--- src/rtl/ipsl_pcie_dma_pkg.sv ---
// ipsl_pcie_dma_pkg: shared encodings and helpers for the DMA TLP transmit scheduler.
// Rev 1.0
`default_nettype none
package ipsl_pcie_dma_pkg;

  typedef enum logic [1:0] {
    CLS_CPL = 2'd0,
    CLS_P   = 2'd1,
    CLS_NP  = 2'd2,
    CLS_RSV = 2'd3
  } tlp_cls_e;

  typedef enum logic [1:0] {
    ST_IDLE  = 2'd0,
    ST_GRANT = 2'd1,
    ST_HOLD  = 2'd2
  } sched_state_e;

  localparam int PD_DW_PER_CDT = 4;
  localparam int PD_SHIFT      = $clog2(PD_DW_PER_CDT);

  // Posted data credits needed for a payload; a length field of 0 means 1024 DW.
  function automatic logic [8:0] pd_need(input logic [9:0] len);
    logic [10:0] sum;
    sum = {1'b0, len} + 11'(PD_DW_PER_CDT - 1);
    if (len == 10'd0) begin
      return 9'd256;
    end
    return 9'(sum >> PD_SHIFT);
  endfunction

endpackage
`default_nettype wire

--- src/rtl/ipsl_pcie_dma_tx_sched_if.sv ---
// ipsl_pcie_dma_tx_sched_if: request/credit/grant bundle between TLP sources and the scheduler.
// Rev 1.0
`default_nettype none
interface ipsl_pcie_dma_tx_sched_if #(
  parameter int REQ_NUM = 3
);
  logic [REQ_NUM-1:0]    i_req;
  logic [2*REQ_NUM-1:0]  i_req_cls;
  logic [10*REQ_NUM-1:0] i_req_len;
  logic [7:0]            i_xadm_ph_cdts;
  logic [11:0]           i_xadm_pd_cdts;
  logic [7:0]            i_xadm_nph_cdts;
  logic                  i_tlp_done;
  logic [REQ_NUM-1:0]    o_gnt;
  logic                  o_busy;
  logic                  o_cdt_stall;
  logic                  o_proto_err;

  modport master (
    output i_req, i_req_cls, i_req_len, i_xadm_ph_cdts, i_xadm_pd_cdts, i_xadm_nph_cdts,
    output i_tlp_done,
    input  o_gnt, o_busy, o_cdt_stall, o_proto_err
  );

  modport slave (
    input  i_req, i_req_cls, i_req_len, i_xadm_ph_cdts, i_xadm_pd_cdts, i_xadm_nph_cdts,
    input  i_tlp_done,
    output o_gnt, o_busy, o_cdt_stall, o_proto_err
  );
endinterface
`default_nettype wire

--- src/rtl/ipsl_pcie_dma_rr_pick.sv ---
// ipsl_pcie_dma_rr_pick: combinational round-robin picker, search starts just after ptr.
// Rev 1.0
`default_nettype none
module ipsl_pcie_dma_rr_pick
  import ipsl_pcie_dma_pkg::*;
#(
  parameter int N  = 3,
  parameter int IW = $clog2(N)
) (
  input  logic [N-1:0]  req,
  input  logic [IW-1:0] ptr,
  output logic [N-1:0]  gnt,
  output logic [IW-1:0] idx,
  output logic          vld
);

  // Walk from the farthest offset down to ptr+1 so the nearest requester overwrites last.
  always_comb begin
    int k;
    gnt = '0;
    idx = '0;
    vld = 1'b0;
    k   = 0;
    for (int off = N; off >= 1; off--) begin
      k = (int'(ptr) + off) % N;
      if (req[k]) begin
        gnt    = '0;
        gnt[k] = 1'b1;
        idx    = IW'(k);
        vld    = 1'b1;
      end
    end
  end

endmodule
`default_nettype wire

--- src/rtl/ipsl_pcie_dma_tx_sched.sv ---
// ipsl_pcie_dma_tx_sched: credit-aware, packet-atomic round-robin grant for the DMA TLP tx mux.
// Rev 1.0
`default_nettype none
module ipsl_pcie_dma_tx_sched
  import ipsl_pcie_dma_pkg::*;
#(
  parameter int REQ_NUM  = 3,
  parameter bit CPL_PRIO = 1'b1,
  parameter int CDT_LAT  = 2
) (
  input  logic                      clk,
  input  logic                      rst,
  ipsl_pcie_dma_tx_sched_if.slave   bus
);

  localparam int IW = $clog2(REQ_NUM);

  logic [7:0]         ph_q;
  logic [7:0]         nph_q;
  logic [11:0]        pd_q;
  logic [REQ_NUM-1:0] elig_all;
  logic [REQ_NUM-1:0] elig_cpl;

  sched_state_e       state, state_n;
  logic [2:0]         cnt, cnt_n;
  logic [IW-1:0]      rr_ptr, rr_ptr_n;
  logic [REQ_NUM-1:0] gnt_q, gnt_n;
  logic               stall_q, stall_n;
  logic               perr_q, perr_n;

  always_ff @(posedge clk) begin
    if (rst) begin
      ph_q  <= '0;
      pd_q  <= '0;
      nph_q <= '0;
    end else begin
      ph_q  <= bus.i_xadm_ph_cdts;
      pd_q  <= bus.i_xadm_pd_cdts;
      nph_q <= bus.i_xadm_nph_cdts;
    end
  end

  // Completions carry infinite credit; reserved class is never eligible.
  always_comb begin
    elig_all = '0;
    elig_cpl = '0;
    for (int k = 0; k < REQ_NUM; k++) begin
      case (bus.i_req_cls[2*k +: 2])
        CLS_CPL: begin
          elig_all[k] = bus.i_req[k];
          elig_cpl[k] = bus.i_req[k];
        end
        CLS_P:   elig_all[k] = bus.i_req[k] && (ph_q != 8'd0) &&
                               (pd_q >= {3'b000, pd_need(bus.i_req_len[10*k +: 10])});
        CLS_NP:  elig_all[k] = bus.i_req[k] && (nph_q != 8'd0);
        default: elig_all[k] = 1'b0;
      endcase
    end
  end

  logic [REQ_NUM-1:0] cpl_gnt, all_gnt, win_gnt;
  logic [IW-1:0]      cpl_idx, all_idx, win_idx;
  logic               cpl_vld, all_vld, win_vld, use_cpl;

  ipsl_pcie_dma_rr_pick #(.N(REQ_NUM), .IW(IW)) u_pick_cpl (
    .req (elig_cpl),
    .ptr (rr_ptr),
    .gnt (cpl_gnt),
    .idx (cpl_idx),
    .vld (cpl_vld)
  );

  ipsl_pcie_dma_rr_pick #(.N(REQ_NUM), .IW(IW)) u_pick_all (
    .req (elig_all),
    .ptr (rr_ptr),
    .gnt (all_gnt),
    .idx (all_idx),
    .vld (all_vld)
  );

  assign use_cpl = CPL_PRIO && (|elig_cpl);
  assign win_gnt = use_cpl ? cpl_gnt : all_gnt;
  assign win_idx = use_cpl ? cpl_idx : all_idx;
  assign win_vld = use_cpl ? cpl_vld : all_vld;

  always_comb begin
    state_n  = state;
    cnt_n    = cnt;
    rr_ptr_n = rr_ptr;
    gnt_n    = gnt_q;
    stall_n  = (state == ST_IDLE) && (|bus.i_req) && !(|elig_all);
    perr_n   = perr_q | (bus.i_tlp_done && (state != ST_GRANT));
    case (state)
      ST_IDLE: begin
        if (win_vld) begin
          gnt_n    = win_gnt;
          rr_ptr_n = win_idx;
          state_n  = ST_GRANT;
        end
      end
      // Request and credit changes are ignored until the TLP's tlast is accepted.
      ST_GRANT: begin
        if (bus.i_tlp_done) begin
          gnt_n   = '0;
          cnt_n   = 3'(CDT_LAT - 1);
          state_n = ST_HOLD;
        end
      end
      ST_HOLD: begin
        if (cnt == 3'd0) begin
          state_n = ST_IDLE;
        end else begin
          cnt_n = cnt - 3'd1;
        end
      end
      default: begin
        state_n = ST_IDLE;
        gnt_n   = '0;
      end
    endcase
  end

  always_ff @(posedge clk) begin
    if (rst) begin
      state   <= ST_IDLE;
      cnt     <= '0;
      rr_ptr  <= '0;
      gnt_q   <= '0;
      stall_q <= 1'b0;
      perr_q  <= 1'b0;
    end else begin
      state   <= state_n;
      cnt     <= cnt_n;
      rr_ptr  <= rr_ptr_n;
      gnt_q   <= gnt_n;
      stall_q <= stall_n;
      perr_q  <= perr_n;
    end
  end

  assign bus.o_gnt       = gnt_q;
  assign bus.o_busy      = (state != ST_IDLE);
  assign bus.o_cdt_stall = stall_q;
  assign bus.o_proto_err = perr_q;

endmodule
`default_nettype wire

--- src/flat_wrapper.sv ---
// flat-port wrapper written by rule: the top's interface ports become plain ports
module ipsl_pcie_dma_tx_sched_flat import ipsl_pcie_dma_pkg::*;
#(
  parameter int REQ_NUM  = 3,
  parameter bit CPL_PRIO = 1'b1,
  parameter int CDT_LAT  = 2
)
  (clk, rst, bus_i_req, bus_i_req_cls, bus_i_req_len, bus_i_xadm_ph_cdts, bus_i_xadm_pd_cdts, bus_i_xadm_nph_cdts, bus_i_tlp_done, bus_o_gnt, bus_o_busy, bus_o_cdt_stall, bus_o_proto_err);
  ipsl_pcie_dma_tx_sched_if #(.REQ_NUM(REQ_NUM)) bus_i ();
  input  logic clk;
  input  logic rst;
  input wire logic [$bits(bus_i.i_req)-1:0] bus_i_req;
  input wire logic [$bits(bus_i.i_req_cls)-1:0] bus_i_req_cls;
  input wire logic [$bits(bus_i.i_req_len)-1:0] bus_i_req_len;
  input wire logic [$bits(bus_i.i_xadm_ph_cdts)-1:0] bus_i_xadm_ph_cdts;
  input wire logic [$bits(bus_i.i_xadm_pd_cdts)-1:0] bus_i_xadm_pd_cdts;
  input wire logic [$bits(bus_i.i_xadm_nph_cdts)-1:0] bus_i_xadm_nph_cdts;
  input wire logic [$bits(bus_i.i_tlp_done)-1:0] bus_i_tlp_done;
  output wire logic [$bits(bus_i.o_gnt)-1:0] bus_o_gnt;
  output wire logic [$bits(bus_i.o_busy)-1:0] bus_o_busy;
  output wire logic [$bits(bus_i.o_cdt_stall)-1:0] bus_o_cdt_stall;
  output wire logic [$bits(bus_i.o_proto_err)-1:0] bus_o_proto_err;
  assign bus_i.i_req = bus_i_req;
  assign bus_i.i_req_cls = bus_i_req_cls;
  assign bus_i.i_req_len = bus_i_req_len;
  assign bus_i.i_xadm_ph_cdts = bus_i_xadm_ph_cdts;
  assign bus_i.i_xadm_pd_cdts = bus_i_xadm_pd_cdts;
  assign bus_i.i_xadm_nph_cdts = bus_i_xadm_nph_cdts;
  assign bus_i.i_tlp_done = bus_i_tlp_done;
  assign bus_o_gnt = bus_i.o_gnt;
  assign bus_o_busy = bus_i.o_busy;
  assign bus_o_cdt_stall = bus_i.o_cdt_stall;
  assign bus_o_proto_err = bus_i.o_proto_err;
  ipsl_pcie_dma_tx_sched #(.REQ_NUM(REQ_NUM), .CPL_PRIO(CPL_PRIO), .CDT_LAT(CDT_LAT)) u_core (.clk(clk), .rst(rst), .bus(bus_i));
endmodule
--- config.mk ---
export PLATFORM = sky130hd
export DESIGN_NAME = ipsl_pcie_dma_tx_sched_flat
export DESIGN_NICKNAME = d
export VERILOG_FILES = /design/src/rtl/ipsl_pcie_dma_pkg.sv /design/src/rtl/ipsl_pcie_dma_tx_sched_if.sv /design/src/rtl/ipsl_pcie_dma_rr_pick.sv /design/src/rtl/ipsl_pcie_dma_tx_sched.sv /design/src/flat_wrapper.sv
export SDC_FILE = /design/constraint.sdc
export NUM_CORES = 1
export LEC_CHECK = 0
export ABC_AREA = 1
export BUFFER_PORTS_ARGS = -buffer_cell sky130_fd_sc_hd__buf_4
export CAP_MARGIN = 30
export CORE_MARGIN = 1.5
export CORE_UTILIZATION = 51
export CTS_BUF_LIST = sky130_fd_sc_hd__clkbuf_8
export DETAILED_ROUTE_END_ITERATION = 7
export GPL_TIMING_DRIVEN = 0
export HOLD_SLACK_MARGIN = 0.06
export PLACE_DENSITY = 0.91
export SYNTH_ARGS = -nofsm -noshare
export SYNTH_HDL_FRONTEND = slang
export SYNTH_HIERARCHICAL = 1
export SYNTH_SLANG_ARGS = --single-unit
--- constraint.sdc ---
create_clock -name clk -period 3.04 [get_ports clk]
set_input_delay 0.304 -clock clk [delete_from_list [all_inputs] [get_ports clk]]
set_output_delay 0.304 -clock clk [all_outputs]
set_load 0.01 [all_outputs]
* Word level (Yosys, flattened, before mapping)
Index checks and enable logic that the tools add are counted.
** Operators by class
- Magnitude comparators :: 9
- $add $sub $neg :: 7
- Bitwise logic cells :: 2
- Equality and inequality tests :: 13
- Muxes and demuxes :: 76
- Divide/modulo/power cells :: 3
- Reduce and logical (&&, ||, !) cells :: 35
** Operators with widths (count)
- $ge A32 B1 Y1 const B :: 3
- $lt A32 B4 Y1 const B :: 3
- $mod A32 B3 Y32 const B :: 3
- $mux W9 :: 9
- $ge A12 B9 Y1 :: 3
- $add A10 B2 Y11 const B :: 3
- $mux W3 :: 11
- $mux W1 :: 31
- $logic_not A10 Y1 :: 3
- $mux W2 :: 10
- $reduce_bool A8 Y1 :: 2
- $logic_and A1 B1 Y1 :: 15
- $bmux W1 S2 :: 6
- $pmux W1 S3 :: 3
- $pmux W3 S3 :: 1
- $reduce_and A3 Y1 :: 3
- $reduce_or A3 Y1 :: 3
- $eq A2 B1 Y1 const B :: 4
- $eq A2 B2 Y1 const B :: 4
- $logic_not A2 Y1 :: 4
- $add A2 B2 Y3 const B :: 2
- $demux W1 S2 :: 3
- $ne A2 B1 Y1 const B :: 3
- $pmux W2 S3 :: 1
- 10 further kinds :: 12
** Storage, ports and cells
- Register bits after elaboration :: 40
- Input port bits :: 70
- Output and inout port bits :: 6

* Logic depth before layout (Yosys ltp)
Gate-level depths: netlist (run 1).
- Depth after elaboration :: 17
- Gate-level depth with buffers :: 33

* Modules after synthesis
Netlist (run 1), hierarchy kept.
** Modules (own cells, without submodules)
- ipsl_pcie_dma_tx_sched :: instances 1, cells an instance 433, area an instance 2835.2 um2
- ipsl_pcie_dma_rr_pick :: instances 2, cells an instance 58, area an instance 290.3 um2

* Worst setup path after synthesis (run 1)
Ideal clock, no wire load.
- Path kind :: input to register
- From :: input port bus_i_req_len[20]
- To :: register u_core.gnt_q[2], in the netlist u_core/bus.o_gnt[2]
- Setup slack :: 106 ps
- Buffers on the path :: 0
- Required time :: 2927 ps
- Arrival :: 2821 ps
- Stages :: 31
- Cells stage by stage :: nor2_1 -> nor2_4 -> nand4_2 -> nor2_1 -> inv_2 -> nor2_2 -> nand2_1 -> nand2_1 -> nand2_1 -> ha_1 -> nand2_1 -> inv_1 -> nand2_1 -> nor2_1 -> nand2_1 -> nand4_1 -> nand2_1 -> nand2_1 -> nand2_1 -> inv_1 -> inv_1 -> o21ai_1 -> nand2_2 -> nand4_1 -> inv_1 -> o211ai_2 -> nand2_2 -> inv_2 -> nand2_1 -> nand2_1 -> nor2_1
** On the way
- Cells in the longest elaborated chain, start to end :: 17
- Elaborated cells between the ends (all ways) :: 30
- Those cells by class :: add/sub (1); order compare (1); eq/ne (1); mux (24); reduce/logical (3)
** RTL lines
- from (decl) :: RTL line flat_wrapper.sv:14 : input wire logic [$bits(bus_i.i_req_len)-1:0] bus_i_req_len;
- branches (longest 3 deep; another with $add A10 B2 Y11)
- $mux W9 (*) :: RTL line ipsl_pcie_dma_pkg.sv:29 : return 9'(sum >> PD_SHIFT);
- $mux W9 (*) :: RTL line ipsl_pcie_dma_tx_sched.sv:48 : case (bus.i_req_cls[2*k +: 2])
- $ge A12 B9 Y1 (*) :: RTL line ipsl_pcie_dma_tx_sched.sv:54 : (pd_q >= {3'b000, pd_need(bus.i_req_len[10*k +: 10])});
- $logic_and A1 B1 Y1 (*) :: RTL line ipsl_pcie_dma_tx_sched.sv:53 : CLS_P: elig_all[k] = bus.i_req[k] && (ph_q != 8'd0) &&
- $pmux W1 S3 (*) :: RTL line ipsl_pcie_dma_tx_sched.sv:48
- net u_core.elig_all[2] :: RTL line ipsl_pcie_dma_tx_sched.sv:21 : logic [REQ_NUM-1:0] elig_all;
- $bmux W1 S2 :: RTL line ipsl_pcie_dma_rr_pick.sv:26 : if (req[k]) begin
- $mux W1 (implied by the code) (2 in series) :: RTL line ipsl_pcie_dma_rr_pick.sv:26
- $mux W1 (2 in series) :: RTL line ipsl_pcie_dma_rr_pick.sv:26
- $mux W1 (*) :: RTL line ipsl_pcie_dma_rr_pick.sv:26
- net u_core.all_vld :: RTL line ipsl_pcie_dma_tx_sched.sv:63 : logic cpl_vld, all_vld, win_vld, use_cpl;
- $mux W1 (*) :: RTL line ipsl_pcie_dma_tx_sched.sv:84 : assign win_vld = use_cpl ? cpl_vld : all_vld;
- $ne A2 B1 Y1 (no line) (*)
- $reduce_and A3 Y1 (no line) (*)
- to (signal assigned) :: RTL line ipsl_pcie_dma_tx_sched.sv:135 : gnt_q <= gnt_n;
- to (decl) :: RTL line ipsl_pcie_dma_tx_sched.sv:27 : logic [REQ_NUM-1:0] gnt_q, gnt_n;
Mark *: on every way through the listed nets, which the timed path passes. The select of a mux whose other input is x is not followed.
A chain may end at the register's enable or synchronous reset.

* Final worst setup path (run 1)
- From :: input port bus_i_req_len[10]
- To :: register u_core.gnt_q[1], in the netlist u_core/bus.o_gnt[1]
Same word-level chain as after synthesis.

==> impl_metrics.env, run 1 <==
export IMPL_cts_buffers=5
export IMPL_synth_cells=549
export IMPL_start_util=0.532
export IMPL_drv_slew=0
export IMPL_status="finished with violations"
export IMPL_wl_per_cell_um=12.0
export IMPL_drive_above_1_share=0.266
export IMPL_fin_util=0.687
export IMPL_ant_nets=0
export IMPL_critPathRequiredTime_ns=3.21
export IMPL_design_die_area_um2=7200
export IMPL_diodes=0
export IMPL_max_slew_margin=0.655
export IMPL_hold_viol_final=0
export IMPL_fp_dieW_um=84.8
export IMPL_synth_area_um2=3420
export IMPL_crit_type="input port to register"
export IMPL_grt_pass1_wl_um=13800
export IMPL_drtIter0Drc=190
export IMPL_synth_nets=656
export IMPL_synth_top_area_frac=0.234
export IMPL_grt_total_usage=0.228
export IMPL_cts_tree="built"
export IMPL_use_met2=0.409
export IMPL_ys_flop_type="dfxtp_1"
export IMPL_grt_pass1_vias=3533
export IMPL_fmax_mhz=337
export IMPL_worst_slew_pin_transition_ns=0.518
export IMPL_synth_edf_count=0
export IMPL_clk_path_buf_depth=2
export IMPL_clk_pin_slew_ns=0.08
export IMPL_drc=4
export IMPL_violations="DRC"
export IMPL_core_area_um2=6420
export IMPL_ys_seq_area_frac=0.234
export IMPL_overflow=0
export IMPL_hpwlAfterDp_um=6820
export IMPL_synth_most_common_cell="nand2_1"
export IMPL_cap_violations=0
export IMPL_synth_warnings=6
export IMPL_ys_ff_latch=40
export IMPL_antenna_found_initial=0
export IMPL_yosys_area_top_type="dfxtp_1"
export IMPL_vdd_ir_drop_max_uv=623
export IMPL_place_inst=701
export IMPL_leakage_nw=2.39
export IMPL_min_path_type="input port to register"
export IMPL_syn_avg_cell_area_um2=6.22
export IMPL_cts_root_buffer="clkbuf_8"
export IMPL_grt_max_degree=14
export IMPL_place_congestion=0.947
export IMPL_setup_viol=0
export IMPL_clk_latency_ns=0.29
export IMPL_grtUsageMet3=0.0282
export IMPL_rsz0062_at_grt="yes"
export IMPL_crit_path_end_kind="register"
export IMPL_critPathMaxFanout=5
export IMPL_synthArstFlopShare=0
export IMPL_cp_arrival_ns=3.14
export IMPL_critical_path_startpoint_type="input port"
export IMPL_finClkSkew_ns=0.00615
export IMPL_place_port_buffers=75
export IMPL_rows=29
export IMPL_power_density_nw_per_um2=466
export IMPL_htreeDepth=2
export IMPL_ys_types=36
export IMPL_fp_dieH_um=84.8
export IMPL_yosys_top_cells_area="dfxtp_1 23%, nand2_1 15%, ha_1 14%"
export IMPL_period_needed_ns=2.97
export IMPL_fin_cells=715
export IMPL_synth_commonest_cells="137 x nand2_1, 93 x inv_1, 75 x nor2_1"
export IMPL_postCtsHoldBufs=0
export IMPL_power_mw=2.06
export IMPL_numClockSinks=40
export IMPL_area_growth_pct=29.2
export IMPL_grt_busiest_layer="met2"
export IMPL_use_met1=0.273
export IMPL_setup_tns_ns=0
export IMPL_detailroute_via_count=3679
export IMPL_fin_nets=744
export IMPL_pin_count=76
export IMPL_fin_crit_sh=0.976
export IMPL_via_per_inst=5.15
export IMPL_routed_wirelength_um=8550
export IMPL_first_pass_iters=7
-- sequential cells by signal (all words and copies together) (netlist names) --
name / count
u_core/pd_q: 12
u_core/nph_q: 8
u_core/ph_q: 8
u_core/bus.o_gnt: 3
u_core/cnt: 3
u_core/rr_ptr: 2
u_core/state: 2
u_core/bus.o_cdt_stall: 1
u_core/bus.o_proto_err: 1
-- worst max-delay path: stages --
cell,delay (ns)
buf_4,0.09
nor2_2,0.05
nor2_4,0.18
nand4_4,0.14
nor2_4,0.16
nand3_2,0.11
xor2_1,0.17
ha_1,0.31
nand2_2,0.07
nor2_1,0.05
and2_1,0.15
nand2_1,0.06
nand4_1,0.10
a21oi_2,0.20
inv_2,0.08
nand2_2,0.09
nand3_4,0.08
nand2_4,0.10
nand4_1,0.13
inv_2,0.11
o211ai_2,0.09
nand2_2,0.12
nand2_1,0.05
o21ai_1,0.07
nor2_1,0.05
-- per-stage QoR --
step	hold WS (ns)	worst slack, ns	cell area, um^2
final	0.206	0.0743	4410
after floorplan	0.411	0.106	3420
after detailed placement	0.462	-0.447	4080
after global placement	0.454	-0.288	4080
after CTS	0.196	0.000711	4200
after global routing	0.210	-0.205	4410
-- cells in the final DEF (no fill, tap or decap), types with 3 or more instances in the layout --
cell type and instances:
nand4_1 7, buf_4 78, nor2_1 67, nand3_1 36, xor2_1 7, nor3_1 13, a21oi_1 16, o21ai_1 7
ha_1 35, o21ai_0 4, nor2_2 13, inv_1 87, xnor2_1 4, nand2_2 18, nor2_4 7, nand3_2 8
clkbuf_8 5, dfxtp_1 40, buf_6 3, inv_2 18, nand2_1 126
-- repair_timing --
item                                    CTS  global route
endpoints found under the setup margin    6             6
buffers inserted                          0             6
gates resized for setup                   4            47
pin swaps                                 0            38
gates cloned                              0             0
-- cell families after synthesis --
group                      count (synthesis)  share of synthesized area
buffers and inverters                    111                      0.122
DFF                                       40                      0.234
xor gates and xnor gates                  11                     0.0282
adders and majority gates                 37                      0.136
AOI/OAI and AO/OA                         39                     0.0656
and+or+nand+nor                          311                      0.414
-- area by class of cell --
type                       count  area (um^2)
fill                         537         2010
sequential                    40          801
timing repair buffer          81          619
multi-input combinational    398         2360
clock inverter                 3         42.5
clock buffer                   5         68.8
buffer                         4         15.0
inverter                     107          407
tap                           77         96.3
-- per-layer routing --
layer	share of wire	vias to the layer above	wire, um
met5	0	-	0
met4	0.027	0	231
met3	0.048	25	413
met2	0.50	113	4250
met1	0.43	1662	3650
li1	-	1879	-
-- worst paths after layout --
check                                                 startpoint                          endpoint  slack, ns  cells past startpoint
worst max-delay path                           bus_i_req_len[10]  u_core/bus.o_gnt[1]$_SDFFE_PP0P_       0.07                     25
worst min-delay path                       bus_i_xadm_ph_cdts[4]         u_core/ph_q[4]$_SDFF_PP0_       0.21                      3
worst max register to register         u_core/pd_q[7]$_SDFF_PP0_  u_core/bus.o_gnt[1]$_SDFFE_PP0P_       0.50                     18
worst min register to register  u_core/bus.o_gnt[0]$_SDFFE_PP0P_  u_core/bus.o_gnt[0]$_SDFFE_PP0P_       0.46                      2
-- where the power goes --
group	leakage (nW)	switching, mW	internal (mW)
registers	0.332	0.0460	0.584
clock network	0.0541	0.177	0.243
logic	2.00	0.609	0.399
total	2.39	0.831	1.22
(Power assumes the default switching activity.)
==> run 2: changes to the inputs <==
--- a/config.mk
+++ b/config.mk
@@ -8,7 +8,7 @@
 export ABC_AREA = 1
 export BUFFER_PORTS_ARGS = -buffer_cell sky130_fd_sc_hd__buf_4
 export CAP_MARGIN = 30
-export CORE_MARGIN = 1.5
+export CORE_MARGIN = 2
 export CORE_UTILIZATION = 51
 export CTS_BUF_LIST = sky130_fd_sc_hd__clkbuf_8
 export DETAILED_ROUTE_END_ITERATION = 7
==> impl_metrics.env, run 2 (synthesis results as in run 1) <==
export IMPL_postCtsHoldBufs=0
export IMPL_cpMaxStageDelayCell="ha_1"
export IMPL_drive_above_1_share=0.280
export IMPL_largest_register="u_core/pd_q"
export IMPL_cp_arrival_ns=3.21
export IMPL_switchingPower_uw=857
export IMPL_violations="DRC"
export IMPL_worst_slew_pin_transition_ns=0.459
export IMPL_clk_latency_ns=0.29
export IMPL_clk_pin_slew_ns=0.07
export IMPL_fp_dieH_um=85.8
export IMPL_leakage_nw=2.42
export IMPL_setup_viol=0
export IMPL_cts_buffers=5
export IMPL_worst_r2r_path_depth=19
export IMPL_diodes=0
export IMPL_detailroute_via_count=3668
export IMPL_ant_nets=0
export IMPL_largest_reg_flops=12
export IMPL_p_sw_frac=0.409
export IMPL_numClockSinks=40
export IMPL_area_growth_pct=31.6
export IMPL_critPathBufInv=3
export IMPL_grt_total_usage=0.230
export IMPL_path_depth=26
export IMPL_final_cell_mix="126 x nand2_1, 87 x inv_1, 83 x buf_4"
export IMPL_htreeDepth=2
export IMPL_design_die_area_um2=7370
export IMPL_critPathMostFrequentCell="nand2_1"
export IMPL_setup_tns_ns=0
export IMPL_place_port_buffers=75
export IMPL_critPathTopFamily="simple AND/OR/NAND/NOR gates"
export IMPL_fin_nets=750
export IMPL_cap_violations=0
export IMPL_cts_root_buffer="clkbuf_8"
export IMPL_first_pass_iters=7
export IMPL_fmax_mhz=336
export IMPL_finClkSkew_ns=0.00310
export IMPL_p_comb_frac=0.498
export IMPL_min_path_type="input port to register"
export IMPL_overflow=0
export IMPL_register_area_um2=801
export IMPL_antenna_found_initial=0
export IMPL_wl_per_cell_um=12.5
export IMPL_crit_type="input port to register"
export IMPL_critical_path_startpoint_type="input port"
export IMPL_critPathMaxFanout=5
export IMPL_cpPeakStageDelay_ns=0.30
export IMPL_grt_pass1_vias=3479
export IMPL_drv_slew=0
export IMPL_num_fill_cells=500
export IMPL_seqPwrFrac=0.301
export IMPL_clkPwrFrac=0.201
export IMPL_vdd_ir_drop_max_uv=547
export IMPL_via_per_inst=5.09
export IMPL_rows=29
export IMPL_core_area_um2=6420
export IMPL_drc=4
export IMPL_power_density_nw_per_um2=467
export IMPL_max_slew_margin=0.694
export IMPL_crit_path_end_kind="register"
export IMPL_hold_viol_final=0
export IMPL_period_needed_ns=2.97
export IMPL_routed_wirelength_um=8990
export IMPL_cts_tree="built"
export IMPL_pin_count=76
export IMPL_status="finished with violations"
export IMPL_largest_registers="u_core/pd_q (12), u_core/nph_q (8), u_core/ph_q (8)"
export IMPL_min_path_cells=3
export IMPL_rsz0062_at_grt="yes"
export IMPL_drtIter0Drc=192
export IMPL_multiInputGateArea_um2=2390
export IMPL_hpwlAfterDp_um=6690
export IMPL_power_internal_mw=1.24
export IMPL_grt_pass1_wl_um=14000
export IMPL_grt_max_degree=14
export IMPL_start_util=0.532
export IMPL_fp_dieW_um=85.8
export IMPL_place_congestion=0.897
export IMPL_fin_util=0.700
export IMPL_fin_crit_sh=0.978
export IMPL_clk_path_buf_depth=2
export IMPL_critPathRequiredTime_ns=3.27
export IMPL_layout_commonest_cell="nand2_1"
==> run 2: cell count changes in the layout (fill, tap and decap cells not counted), sizes merged <==
| cell | delta |
|---|---|
| buf | +6 |
==> run 2: timing repair <==
item	in CTS	in global routing
pin swaps	0	17
setup endpoints to repair	6	6
gates resized for setup	3	55
buffers inserted	0	12
==> run 2: layout make-up <==
cell class / instances / share of cell area
Multi-Input combinational cell: 398 / 0.532
Sequential cell: 40 / 0.178
Timing Repair Buffer: 87 / 0.150
Inverter: 107 / 0.0899
Tap cell: 77 / 0.0214
Clock buffer: 5 / 0.0153
Clock inverter: 3 / 0.00947
Buffer: 4 / 0.00334
==> run 2: per-stage QoR <==
stage | worst slack [ns] | hold slack, ns | std cells | cell area (um^2) | power [mW]
floorplan | 0.106 | 0.411 | 549 | 3420 | 1.27
global placement | -0.292 | 0.453 | 701 | 4080 | 1.50
detailed placement | -0.419 | 0.458 | 701 | 4080 | 1.54
CTS | 0.0203 | 0.196 | 709 | 4190 | 1.97
global route | -0.145 | 0.208 | 721 | 4490 | 2.26
finish | 0.0658 | 0.208 | 721 | 4490 | 2.10
==> run 2: power by group through the flow <==
stage	logic (mW)	registers, mW	clock network (mW)
2_1_floorplan	0.629	0.636	0
3_3_place_gp	0.867	0.636	0
3_5_place_dp	0.896	0.639	0
4_1_cts	0.907	0.628	0.432
5_1_grt	1.17	0.638	0.454
6_report	1.05	0.631	0.421
==> run 2: worst min-delay path: stages <==
cell	delay, ns
buf_4	0.07
inv_1	0.03
nor2_1	0.06
==> run 2: metal layers <==
layer | GRT usage | wire length, um | share of wire
met3 | 0.0356 | 464 | 0.052
met5 | 0 | 0 | 0
met1 | 0.275 | 3920 | 0.44
met4 | 0.0664 | 197 | 0.022
met2 | 0.424 | 4410 | 0.49
==> run 2: worst paths after layout <==
kind | startpoint | to | slack, ns
setup / recovery | bus_i_req_len[10] | u_core/bus.o_gnt[1]$_SDFFE_PP0P_ | 0.07
hold / removal | bus_i_xadm_nph_cdts[3] | u_core/nph_q[3]$_SDFF_PP0_ | 0.21
setup reg to reg | u_core/pd_q[7]$_SDFF_PP0_ | u_core/bus.o_gnt[1]$_SDFFE_PP0P_ | 0.52
hold reg to reg | u_core/bus.o_gnt[0]$_SDFFE_PP0P_ | u_core/bus.o_gnt[0]$_SDFFE_PP0P_ | 0.47
